File: config.mk
export PLATFORM = sky130hd
export DESIGN_NAME = wb_cmd_master
export DESIGN_NICKNAME = d
export VERILOG_FILES = /design/src/rtl/wb_cmd_master.sv
export SDC_FILE = /design/constraint.sdc
export NUM_CORES = 1
export LEC_CHECK = 0
export BUFFER_PORTS_ARGS = -buffer_cell sky130_fd_sc_hd__buf_4
export CELL_PAD_IN_SITES_DETAIL_PLACEMENT = 0
export CELL_PAD_IN_SITES_GLOBAL_PLACEMENT = 2
export CORE_MARGIN = 10
export CORE_UTILIZATION = 25
export DETAILED_ROUTE_END_ITERATION = 10
export PLACE_DENSITY_LB_ADDON = 0.1
export SLEW_MARGIN = 40
export SYNTH_ARGS = -nofsm -noshare
export SYNTH_HDL_FRONTEND = slang
export SYNTH_SLANG_ARGS = --single-unit
File: constraint.sdc
create_clock -name wb_clk_i -period 4.15 [get_ports wb_clk_i]
set_clock_uncertainty 0.2 [all_clocks]
set_input_delay 0.415 -clock wb_clk_i [delete_from_list [all_inputs] [get_ports wb_clk_i]]
set_output_delay 0.415 -clock wb_clk_i [all_outputs]
set_load 0.02 [all_outputs]
File: src/rtl/wb_cmd_master.sv
// wb_cmd_master: Wishbone classic initiator driven by a valid/ready command
// stream. Each accepted command becomes one single read or write cycle on
// the wbm_* port, and its result comes back on a valid/ready response stream.
// Only one cycle is ever outstanding.
//
// Optional build macro:
//   WBM_TIMEOUT_EN  abort a bus cycle after TIMEOUT cycles without ack and
//                   return rsp_err=1. When undefined the master waits for
//                   ack indefinitely and rsp_err is tied low.
//
// state  | meaning
// -------+-----------------------------------------------------------
// S_IDLE | cmd_ready high, waiting for a command
// S_BUS  | cyc/stb asserted, request fields held, waiting for ack
// S_RESP | response presented, waiting for rsp_ready

module wb_cmd_master #(
  parameter int AW      = 32,
  parameter int DW      = 32,
  parameter int TIMEOUT = 255
) (
  input  logic            wb_clk_i,
  input  logic            wb_rst_i,
  input  logic            cmd_valid,
  output logic            cmd_ready,
  input  logic            cmd_we,
  input  logic [AW-1:0]   cmd_adr,
  input  logic [DW-1:0]   cmd_dat,
  input  logic [DW/8-1:0] cmd_sel,
  output logic            rsp_valid,
  input  logic            rsp_ready,
  output logic [DW-1:0]   rsp_dat,
  output logic            rsp_err,
  output logic            wbm_cyc_o,
  output logic            wbm_stb_o,
  output logic            wbm_we_o,
  output logic [DW/8-1:0] wbm_sel_o,
  output logic [AW-1:0]   wbm_adr_o,
  output logic [DW-1:0]   wbm_dat_o,
  input  logic [DW-1:0]   wbm_dat_i,
  input  logic            wbm_ack_i
);

  localparam int SW = DW / 8;

  typedef enum logic [1:0] {
    S_IDLE = 2'd0,
    S_BUS  = 2'd1,
    S_RESP = 2'd2
  } state_t;

  state_t          r_state;
  logic            r_cmd_ready;
  logic            r_rsp_valid;
  logic [DW-1:0]   r_rsp_dat;
  logic            r_cyc;
  logic            r_stb;
  logic            r_we;
  logic [SW-1:0]   r_sel;
  logic [AW-1:0]   r_adr;
  logic [DW-1:0]   r_dat;

`ifdef WBM_TIMEOUT_EN
  localparam int CW = $clog2(TIMEOUT + 1);

  logic [CW-1:0]   r_cnt;
  logic            r_rsp_err;
  logic            w_tmo;

  // The edge on which the count would reach TIMEOUT is the abort edge.
  assign w_tmo   = (r_cnt == CW'(TIMEOUT - 1));
  assign rsp_err = r_rsp_err;
`else
  logic [31:0]     w_unused_timeout;

  assign w_unused_timeout = 32'(TIMEOUT);
  assign rsp_err          = 1'b0;
`endif

  // Command/bus/response sequencer with all outputs registered.
  always_ff @(posedge wb_clk_i) begin
    if (wb_rst_i) begin
      r_state     <= S_IDLE;
      r_cmd_ready <= 1'b0;
      r_rsp_valid <= 1'b0;
      r_rsp_dat   <= '0;
      r_cyc       <= 1'b0;
      r_stb       <= 1'b0;
      r_we        <= 1'b0;
      r_sel       <= '0;
      r_adr       <= '0;
      r_dat       <= '0;
`ifdef WBM_TIMEOUT_EN
      r_cnt       <= '0;
      r_rsp_err   <= 1'b0;
`endif
    end else begin
      case (r_state)
        S_IDLE: begin
          r_cmd_ready <= 1'b1;
          if (cmd_valid && r_cmd_ready) begin
            r_cmd_ready <= 1'b0;
            r_we        <= cmd_we;
            r_adr       <= cmd_adr;
            r_dat       <= cmd_dat;
            r_sel       <= cmd_sel;
            r_cyc       <= 1'b1;
            r_stb       <= 1'b1;
`ifdef WBM_TIMEOUT_EN
            r_cnt       <= '0;
`endif
            r_state     <= S_BUS;
          end
        end

        S_BUS: begin
          // Ack has priority over the timeout when both land on one edge.
          if (wbm_ack_i) begin
            r_rsp_dat   <= r_we ? '0 : wbm_dat_i;
            r_cyc       <= 1'b0;
            r_stb       <= 1'b0;
            r_rsp_valid <= 1'b1;
`ifdef WBM_TIMEOUT_EN
            r_rsp_err   <= 1'b0;
`endif
            r_state     <= S_RESP;
          end
`ifdef WBM_TIMEOUT_EN
          else if (w_tmo) begin
            r_rsp_dat   <= '0;
            r_rsp_err   <= 1'b1;
            r_cyc       <= 1'b0;
            r_stb       <= 1'b0;
            r_rsp_valid <= 1'b1;
            r_state     <= S_RESP;
          end else begin
            r_cnt       <= r_cnt + 1'b1;
          end
`endif
        end

        S_RESP: begin
          if (rsp_ready) begin
            r_rsp_valid <= 1'b0;
            r_cmd_ready <= 1'b1;
            r_state     <= S_IDLE;
          end
        end

        default: begin
          r_state <= S_IDLE;
        end
      endcase
    end
  end

  assign cmd_ready = r_cmd_ready;
  assign rsp_valid = r_rsp_valid;
  assign rsp_dat   = r_rsp_dat;
  assign wbm_cyc_o = r_cyc;
  assign wbm_stb_o = r_stb;
  assign wbm_we_o  = r_we;
  assign wbm_sel_o = r_sel;
  assign wbm_adr_o = r_adr;
  assign wbm_dat_o = r_dat;

endmodule

==> results.sh, run 1 <==
export IMPL_grt_pass1_vias=3736
export IMPL_dp_cells=832
export IMPL_cts_tree="done"
export IMPL_totalWireLength_mm=13.8
export IMPL_total_power_w=0.00221
export IMPL_ir_worst_vdd_uv=253
export IMPL_syn_nets=576
export IMPL_synthTopCellsByArea="dfxtp_1 (55%), nand2_1 (17%), a21oi_1 (14%)"
export IMPL_start_kind="flip-flop"
export IMPL_routedWlPerCell_um=16.3
export IMPL_max_slew_worst_pin_slew_ps=739
export IMPL_rr_startpoint="r_state[0]"
export IMPL_die_y_um=144
export IMPL_power_density_nw_per_um2=382
export IMPL_viasPerCell=4.39
export IMPL_max_slew_margin_rel_pct=50.7
export IMPL_yosysTopAreaCellShare_pct=54.9
export IMPL_place_hpwl_mm=9.81
export IMPL_core_area_um2=15100
export IMPL_required_ps=4210
export IMPL_ys_types=20
export IMPL_fin_nets=761
export IMPL_r2r_end="wbm_dat_o[30]"
export IMPL_cts_buffer_depth=2
export IMPL_hp_class="input pin to flip-flop"
export IMPL_drc=0
export IMPL_clk_pin_slew_ps=70
export IMPL_hold_buffers=0
export IMPL_fin_util_pct=38.2
export IMPL_root_buffer="clkbuf_16"
export IMPL_power_leakage_nw=2.43
export IMPL_dr_total_vias=3701
export IMPL_routed_top_layer="met4"
export IMPL_synth_most_common_cell="nand2_1"
export IMPL_grt_antenna_before_repair=0
export IMPL_rows=45
export IMPL_numPortBuffers=210
export IMPL_setup_viol=0
export IMPL_gr_total_overflow=0
export IMPL_outcome="completed"
export IMPL_htreeDepth=3
export IMPL_min_period_over_period_pct=54.4
export IMPL_min_period_ps=2260
export IMPL_hold_end="wbm_we_o"
export IMPL_wl_met1_mm=5.42
export IMPL_hold_viol=0
export IMPL_yosys_register_bits=106
export IMPL_cts_resized=0
export IMPL_yosys_most_used_dff="dfxtp_1"
export IMPL_io_pins=212
export IMPL_netlist_instances=470
export IMPL_die_area_um2=20800
export IMPL_synth_common_cells="nand2_1 (170), a21oi_1 (106), dfxtp_1 (106), nand3b_1 (33), clkbuf_1 (15)"
export IMPL_synth_largest_area_cell="dfxtp_1"
export IMPL_cp_max_fo=40
export IMPL_drive_above_1_share_pct=35.1
export IMPL_reg2reg_depth=4
export IMPL_max_freq_mhz=443
export IMPL_cp_arrival_ps=2320
export IMPL_rsz0062_at_grt="false"
export IMPL_instances_no_fill=844
export IMPL_synth_edf_count=0
export IMPL_hp_start="cmd_we"
export IMPL_numCtsBuffers=9
export IMPL_avgSynthCellArea_um2=8.22
export IMPL_clk_latency_ps=340
export IMPL_met3_wirelength_mm=1.56
export IMPL_syn2layout_area_growth_pct=49.7
export IMPL_cts_sinks=106
export IMPL_setup_tns_ps=0
export IMPL_track_usage_pct=12.8
export IMPL_drv_slew=0
export IMPL_dr_first_iter_drc_count=209
export IMPL_post_cts_buffers=0
export IMPL_grt_pass1_wl_mm=20.9
export IMPL_yosysWarnings=0
export IMPL_gp_congestion=0.718
export IMPL_async_reset_ff_share_pct=0
export IMPL_holdPathStages=3
export IMPL_initial_utilization_pct=25.5
export IMPL_worstSetupPathType="flip-flop to flip-flop"
export IMPL_critPathCaptureType="flip-flop"
export IMPL_r2r_slack_ps=1890
export IMPL_syn_area_um2=3860
export IMPL_antennaDiodeCount=0
export IMPL_synth_seq_area_share_pct=54.9
export IMPL_fp_dieW_um=144
export IMPL_firstDrtPassIters=4
export IMPL_max_cap_violations=0
export IMPL_dr_wl_met2_mm=6.66
export IMPL_postRouteAntennaNets=0
export IMPL_grt_max_degree=107
## kinds of logic after synthesis
family	Yosys count	share of synthesized area [%]
AOI/OAI and AO/OA	107	14.0
buffers and inverters	42	6.22
DFF	106	54.9
other	1	0.0971
and+or+nand+nor	214	24.8
## per-layer routing
metal,up-vias,track usage (%)
met5,-,0
met4,0,3.03
li1,1893,-
met2,122,21.0
met1,1677,14.2
met3,9,7.08
## through the flow
stage	worst slack [ps]	cell area (µm²)	hold slack, ps
finish	1890	5780	112
detailed placement	1810	5530	246
global placement	1810	5480	239
floorplan	2670	3860	329
global route	1670	5780	93.1
CTS	1830	5780	93.5
## cell type report
cell class / count / area (µm²)
fill: 1583 / 9370
timing repair buffer: 215 / 1650
clock inverter: 1 / 5.00
clock buffer: 11 / 243
multi-input combinational: 322 / 1520
tap: 188 / 235
inverter: 1 / 3.75
sequential: 106 / 2120
## power by group
group          switching (W)  total (W)  internal [W]
combinational       0.000184   0.000348      0.000164
sequential         0.0000298    0.00109       0.00106
clock               0.000356   0.000765      0.000410
total               0.000570    0.00221       0.00164
## registers in the layout, indices dropped and copies added (netlist names)
signal	count
wbm_sel_o	4
cmd_ready	1
wbm_dat_o	32
wbm_adr_o	32
wbm_stb_o	1
r_state	2
wbm_we_o	1
rsp_dat	32
rsp_valid	1
## worst max-delay path, stage by stage (launching register included)
cell      delay [ps]
dfxtp_1          390
and4bb_2         810
buf_4            500
nand2_1          100
a21oi_1          140
## layout by cell type (no fill, tap or decap), types with 2 or more instances in the layout
| master | synthesis | routed |
|---|---|---|
| nor2_1 | 4 | 4 |
| nand2b_1 | 2 | 2 |
| buf_4 | 3 | 212 |
| dfxtp_1 | 106 | 105 |
| clkbuf_8 | 0 | 2 |
| a21oi_1 | 106 | 106 |
| nand3b_1 | 33 | 33 |
| nand2_1 | 170 | 170 |
| clkbuf_16 | 0 | 9 |
## how the worst max path moves through the flow
| stage | to | slack (ps) | start | cells past startpoint |
|---|---|---|---|---|
| final | wbm_dat_o[30] | 1890 | r_state[0] | 4 |
| after global routing | wbm_adr_o[1] | 1670 | r_state[0] | 4 |
| after CTS | wbm_dat_o[30] | 1830 | cmd_ready | 4 |
| after detailed placement | wbm_dat_o[30] | 1810 | cmd_valid | 5 |
| after global placement | wbm_adr_o[26] | 1810 | cmd_valid | 5 |
| after floorplan | r_state[0] | 2670 | wb_rst_i | 4 |
Note: power is estimated with default switching activity, not from simulation.
==> run 2, diff against run 1 <==
- CORE_UTILIZATION: 25 -> 23
- clock period: 4.15 -> 2.1 ns (I/O delays scaled with it)
==> run 2 against run 1 <==
Non-clock buffer count rose by 111; flip-flop and latch count is the same; core utilization grew 3.9 points; die area is 7.5% higher; cell count increased by 17%; fmax up 31%; first-iteration DRC count fell by 17%; wire length grew 9.2%; design area increased by 20%; count of clock-buffer cells in the layout up 2; total power increased by 110%; global-route usage grew 0.56 points; largest power group unchanged.
==> results.sh, run 2 (synthesis gave the netlist of run 1 again) <==
export IMPL_outcome="completed"
export IMPL_clk_latency_ps=350
export IMPL_min_period_ps=1720
export IMPL_fin_nets=872
export IMPL_track_usage_pct=13.4
export IMPL_numPortBuffers=210
export IMPL_dr_first_iter_drc_count=173
export IMPL_p_clk_share_pct=34.9
export IMPL_seq_power_share_pct=46.4
export IMPL_max_freq_mhz=580
export IMPL_min_period_over_period_pct=82.1
export IMPL_io_pins=212
export IMPL_required_ps=2110
export IMPL_p_comb_share_pct=18.7
export IMPL_drive_above_1_share_pct=30.9
export IMPL_core_area_um2=16500
export IMPL_worstSetupPathType="flip-flop to flip-flop"
export IMPL_dr_total_vias=4163
export IMPL_setup_viol=0
export IMPL_fp_dieW_um=150
export IMPL_power_density_nw_per_um2=669
export IMPL_r2r_end="wbm_dat_o[21]"
export IMPL_numCtsBuffers=9
export IMPL_start_kind="flip-flop"
export IMPL_fillers=1669
export IMPL_firstDrtPassIters=4
export IMPL_setup_tns_ps=0
export IMPL_syn2layout_area_growth_pct=79.8
export IMPL_cp_endpoint="wbm_dat_o[21]"
export IMPL_max_slew_margin_rel_pct=66.4
export IMPL_place_hpwl_mm=10.5
export IMPL_drv_slew=0
export IMPL_max_cap_violations=0
export IMPL_cpMaxStageDelayCell="nand4bb_4"
export IMPL_gr_total_overflow=0
export IMPL_drc=0
export IMPL_antennaDiodeCount=0
export IMPL_ir_worst_vdd_uv=419
export IMPL_final_common_cell="buf_4"
export IMPL_viasPerCell=4.21
export IMPL_root_buffer="clkbuf_16"
export IMPL_cts_sinks=106
export IMPL_routedWlPerCell_um=15.2
export IMPL_slowest_delay_ps=510
export IMPL_intPower_w=0.00343
export IMPL_cts_buffer_depth=2
export IMPL_hold_viol=0
export IMPL_hp_class="input pin to flip-flop"
export IMPL_rows=47
export IMPL_grt_antenna_before_repair=0
export IMPL_power_leakage_nw=2.91
export IMPL_rsz0062_at_grt="false"
export IMPL_cp_cell_sequence="nand4bb_4 -> buf_4 -> nand2_1 -> a21oi_1"
export IMPL_setup_worst_path_start="r_state[0]"
export IMPL_cts_tree="done"
export IMPL_totalWireLength_mm=15.0
export IMPL_die_y_um=150
export IMPL_final_cell_mix="buf_4 (219), nand2_1 (170), a21oi_1 (106), dfxtp_1 (106), dlygate4sd3_1 (103)"
export IMPL_die_area_um2=22400
export IMPL_p_switching_w=0.00122
export IMPL_max_slew_worst_pin_slew_ps=504
export IMPL_sw_frac_of_total_pct=26.3
export IMPL_grt_pass1_vias=4466
export IMPL_gp_congestion=0.722
export IMPL_cp_arrival_ps=1740
export IMPL_initial_utilization_pct=23.4
export IMPL_grt_max_degree=42
export IMPL_rr_startpoint="r_state[0]"
export IMPL_htreeDepth=3
export IMPL_grt_pass1_wl_mm=23.8
export IMPL_postRouteAntennaNets=0
export IMPL_critPathCaptureType="flip-flop"
export IMPL_reg2reg_depth=4
export IMPL_total_power_w=0.00465
export IMPL_clk_pin_slew_ps=70
export IMPL_r2r_slack_ps=380
export IMPL_cp_max_fo=24
## run 2: power groups by stage
stage               clock network [W]  logic (W)  registers [W]
global placement                    0   0.000724        0.00220
global route                  0.00177   0.000953        0.00217
CTS                           0.00170   0.000886        0.00216
floorplan                           0   0.000245        0.00230
finish                        0.00162   0.000871        0.00216
detailed placement                  0   0.000726        0.00220
## run 2: worst min-delay path by stage
stage | startpoint | end | slack (ps) | cells after the start
3_5_place_dp | rsp_dat[9] | rsp_dat[9] | 250 | 2
4_1_cts | wb_rst_i | wbm_sel_o[1] | 120 | 2
3_3_place_gp | rsp_dat[16] | rsp_dat[16] | 240 | 2
5_1_grt | wb_rst_i | wbm_dat_o[1] | 140 | 2
6_report | wb_rst_i | wbm_dat_o[1] | 120 | 2
2_1_floorplan | cmd_we | wbm_we_o | 150 | 2
## run 2: metal layers
layer	GRT usage, %	wire length [µm]	vias to the layer above
met5	0	0	-
met4	3.09	161	0
met3	6.82	1390	10
met2	22.5	7280	130
met1	14.8	6220	1903
li1	-	-	2120
## run 2: layout make-up
| type | count | area (µm²) | area share, % |
|---|---|---|---|
| Tap cell | 220 | 275 | 3.96 |
| Timing Repair Buffer | 326 | 2760 | 39.7 |
| Multi-Input combinational cell | 322 | 1520 | 21.8 |
| Sequential cell | 106 | 2120 | 30.6 |
| Inverter | 1 | 3.75 | 0.0540 |
| Clock inverter | 2 | 12.5 | 0.180 |
| Clock buffer | 13 | 260 | 3.75 |
## run 2: what timing repair did
item	4_1_cts	5_1_grt
hold endpoints to repair	103	0
hold buffers	103	0
setup buffers	0	0
resized for setup	0	0
## run 2: metrics by stage
step                      setup WS [ps]  area, µm²  hold slack (ps)  utilization [%]  cells
final                               376       6950              117             42.0    990
after CTS                           315       6950              119             42.0    990
after detailed placement            325       5640              246             34.1    872
after global placement              374       5640              239             34.1    872
after global routing                199       6950              138             42.0    990
after floorplan                     674       3860              146                -    470
## run 2: critical path, delay by kind of cell, from the launching register on
family / cells / cell delay (ps)
buffers and inverters: 1 / 350
AOI/OAI and AO/OA: 1 / 60
DFF: 1 / 370
and+or+nand+nor: 2 / 590
==> run 3, diff against run 2 <==
- clock period: 2.1 -> 1.8 ns (I/O delays scaled with it)
==> run 3 against run 2 <==
Cell count is 0.61% higher; setup slack worse by 180 ps; count of clock-buffer cells in the layout is 1 lower; critical path depth stayed put; total power is 26% higher; design area is 1.9% higher; first-iteration DRC count is 29% lower; global-route usage is 0.34 points lower; combinational power is 18% higher; wire length is 0.71% lower.
==> results.sh, run 3 (synthesis gave the netlist of run 1 again) <==
export IMPL_postRouteAntennaNets=0
export IMPL_cts_buffer_depth=2
export IMPL_totalWireLength_mm=14.9
export IMPL_die_area_um2=22400
export IMPL_clk_pin_slew_ps=70
export IMPL_hold_buffers=104
export IMPL_numPortBuffers=210
export IMPL_setup_worst_path_start="r_state[0]"
export IMPL_place_hpwl_mm=10.8
export IMPL_core_area_um2=16500
export IMPL_fin_nets=877
export IMPL_drive_above_1_share_pct=31.4
export IMPL_fp_dieW_um=150
export IMPL_min_period_over_period_pct=89.1
export IMPL_worstSetupPathType="flip-flop to flip-flop"
export IMPL_initial_utilization_pct=23.4
export IMPL_gr_total_overflow=0
export IMPL_power_density_nw_per_um2=827
export IMPL_firstDrtPassIters=4
export IMPL_hold_viol=0
export IMPL_drv_slew=0
export IMPL_post_cts_buffers=0
export IMPL_hp_start="rsp_dat[25]"
export IMPL_grtUsageMet3_pct=5.31
export IMPL_cp_max_fo=28
export IMPL_min_period_ps=1600
export IMPL_power_leakage_nw=2.98
export IMPL_root_buffer="clkbuf_16"
export IMPL_final_cell_mix="buf_4 (222), nand2_1 (170), a21oi_1 (106), dfxtp_1 (106), dlygate4sd3_1 (104)"
export IMPL_htreeDepth=3
export IMPL_max_freq_mhz=624
export IMPL_max_cap_violations=0
export IMPL_hp_class="flip-flop to flip-flop"
export IMPL_cp_arrival_ps=1680
export IMPL_grt_pass1_vias=4405
export IMPL_use_met1_pct=15.5
export IMPL_finalWorstSetupSlack_ps=196
export IMPL_drc=0
export IMPL_grt_pass1_wl_mm=23.6
export IMPL_holdWs_ps=253
export IMPL_cts_sinks=106
export IMPL_rows=47
export IMPL_die_y_um=150
export IMPL_setup_viol=0
export IMPL_numCtsBuffers=9
export IMPL_clk_latency_ps=340
export IMPL_setup_tns_ps=0
export IMPL_cts_resized=0
export IMPL_groute_layer_met2_usage_pct=20.8
export IMPL_dp_slack_ps=193
export IMPL_antennaDiodeCount=0
export IMPL_gp_congestion=0.722
export IMPL_io_pins=212
export IMPL_routedWlPerCell_um=15.0
export IMPL_rsz0062_at_grt="false"
export IMPL_cts_tree="done"
export IMPL_track_usage_pct=13.1
export IMPL_critPathCaptureType="flip-flop"
export IMPL_syn2layout_area_growth_pct=83.3
export IMPL_grt_antenna_before_repair=0
export IMPL_outcome="completed"
export IMPL_dr_total_vias=4156
export IMPL_start_kind="flip-flop"
export IMPL_grt_busiest_layer="met2"
export IMPL_viasPerCell=4.17
export IMPL_required_ps=1880
export IMPL_dr_first_iter_drc_count=122
export IMPL_final_common_cell="buf_4"
export IMPL_rr_startpoint="r_state[0]"
export IMPL_ir_worst_vdd_uv=387
export IMPL_grt_max_degree=40
[run 3: where the power goes]
group | internal [W] | leakage, nW | switching [W]
logic | 0.000549 | 1.95 | 0.000482
registers | 0.00245 | 0.862 | 0.0000622
clock network | 0.00144 | 0.169 | 0.000871
[run 3: metrics by stage]
step | power, W | std cells | utilization, % | area, µm²
final | 0.00585 | 996 | 42.8 | 7080
after global routing | 0.00616 | 996 | 42.8 | 7080
after CTS | 0.00598 | 996 | 42.8 | 7080
after detailed placement | 0.00343 | 876 | 34.4 | 5680
after global placement | 0.00343 | 876 | 34.4 | 5680
after floorplan | 0.00297 | 470 | - | 3860
[run 3: worst max-delay path, cell delays in order (launching register included)]
cell	delay [ps]
dfxtp_1	380
and4bb_2	410
buf_4	320
nand2_1	100
a21oi_1	120
[run 3: path summary, 6_finish.rpt]
path                         to  slack, ps  cells past startpoint
hold / removal      rsp_dat[25]        250                      2
setup / recovery  wbm_dat_o[28]        200                      4
hold reg to reg     rsp_dat[25]        250                      2
setup reg to reg  wbm_dat_o[28]        200                      4
[run 3: cell type report]
class                   instances  area (µm²)
fillers                      1672        9450
multi-input cells             322        1520
clock inverters                 4        97.6
flip-flops and latches        106        2120
clock buffers                  12         256
inverters                       1        3.75
repair buffers                331        2810
well taps                     220         275
[run 3: routing by layer]
metal / up-vias / share of wire, %
met5: - / 0
met1: 1887 / 42
met3: 15 / 8.8
li1: 2133 / -
met2: 121 / 47
met4: 0 / 1.6
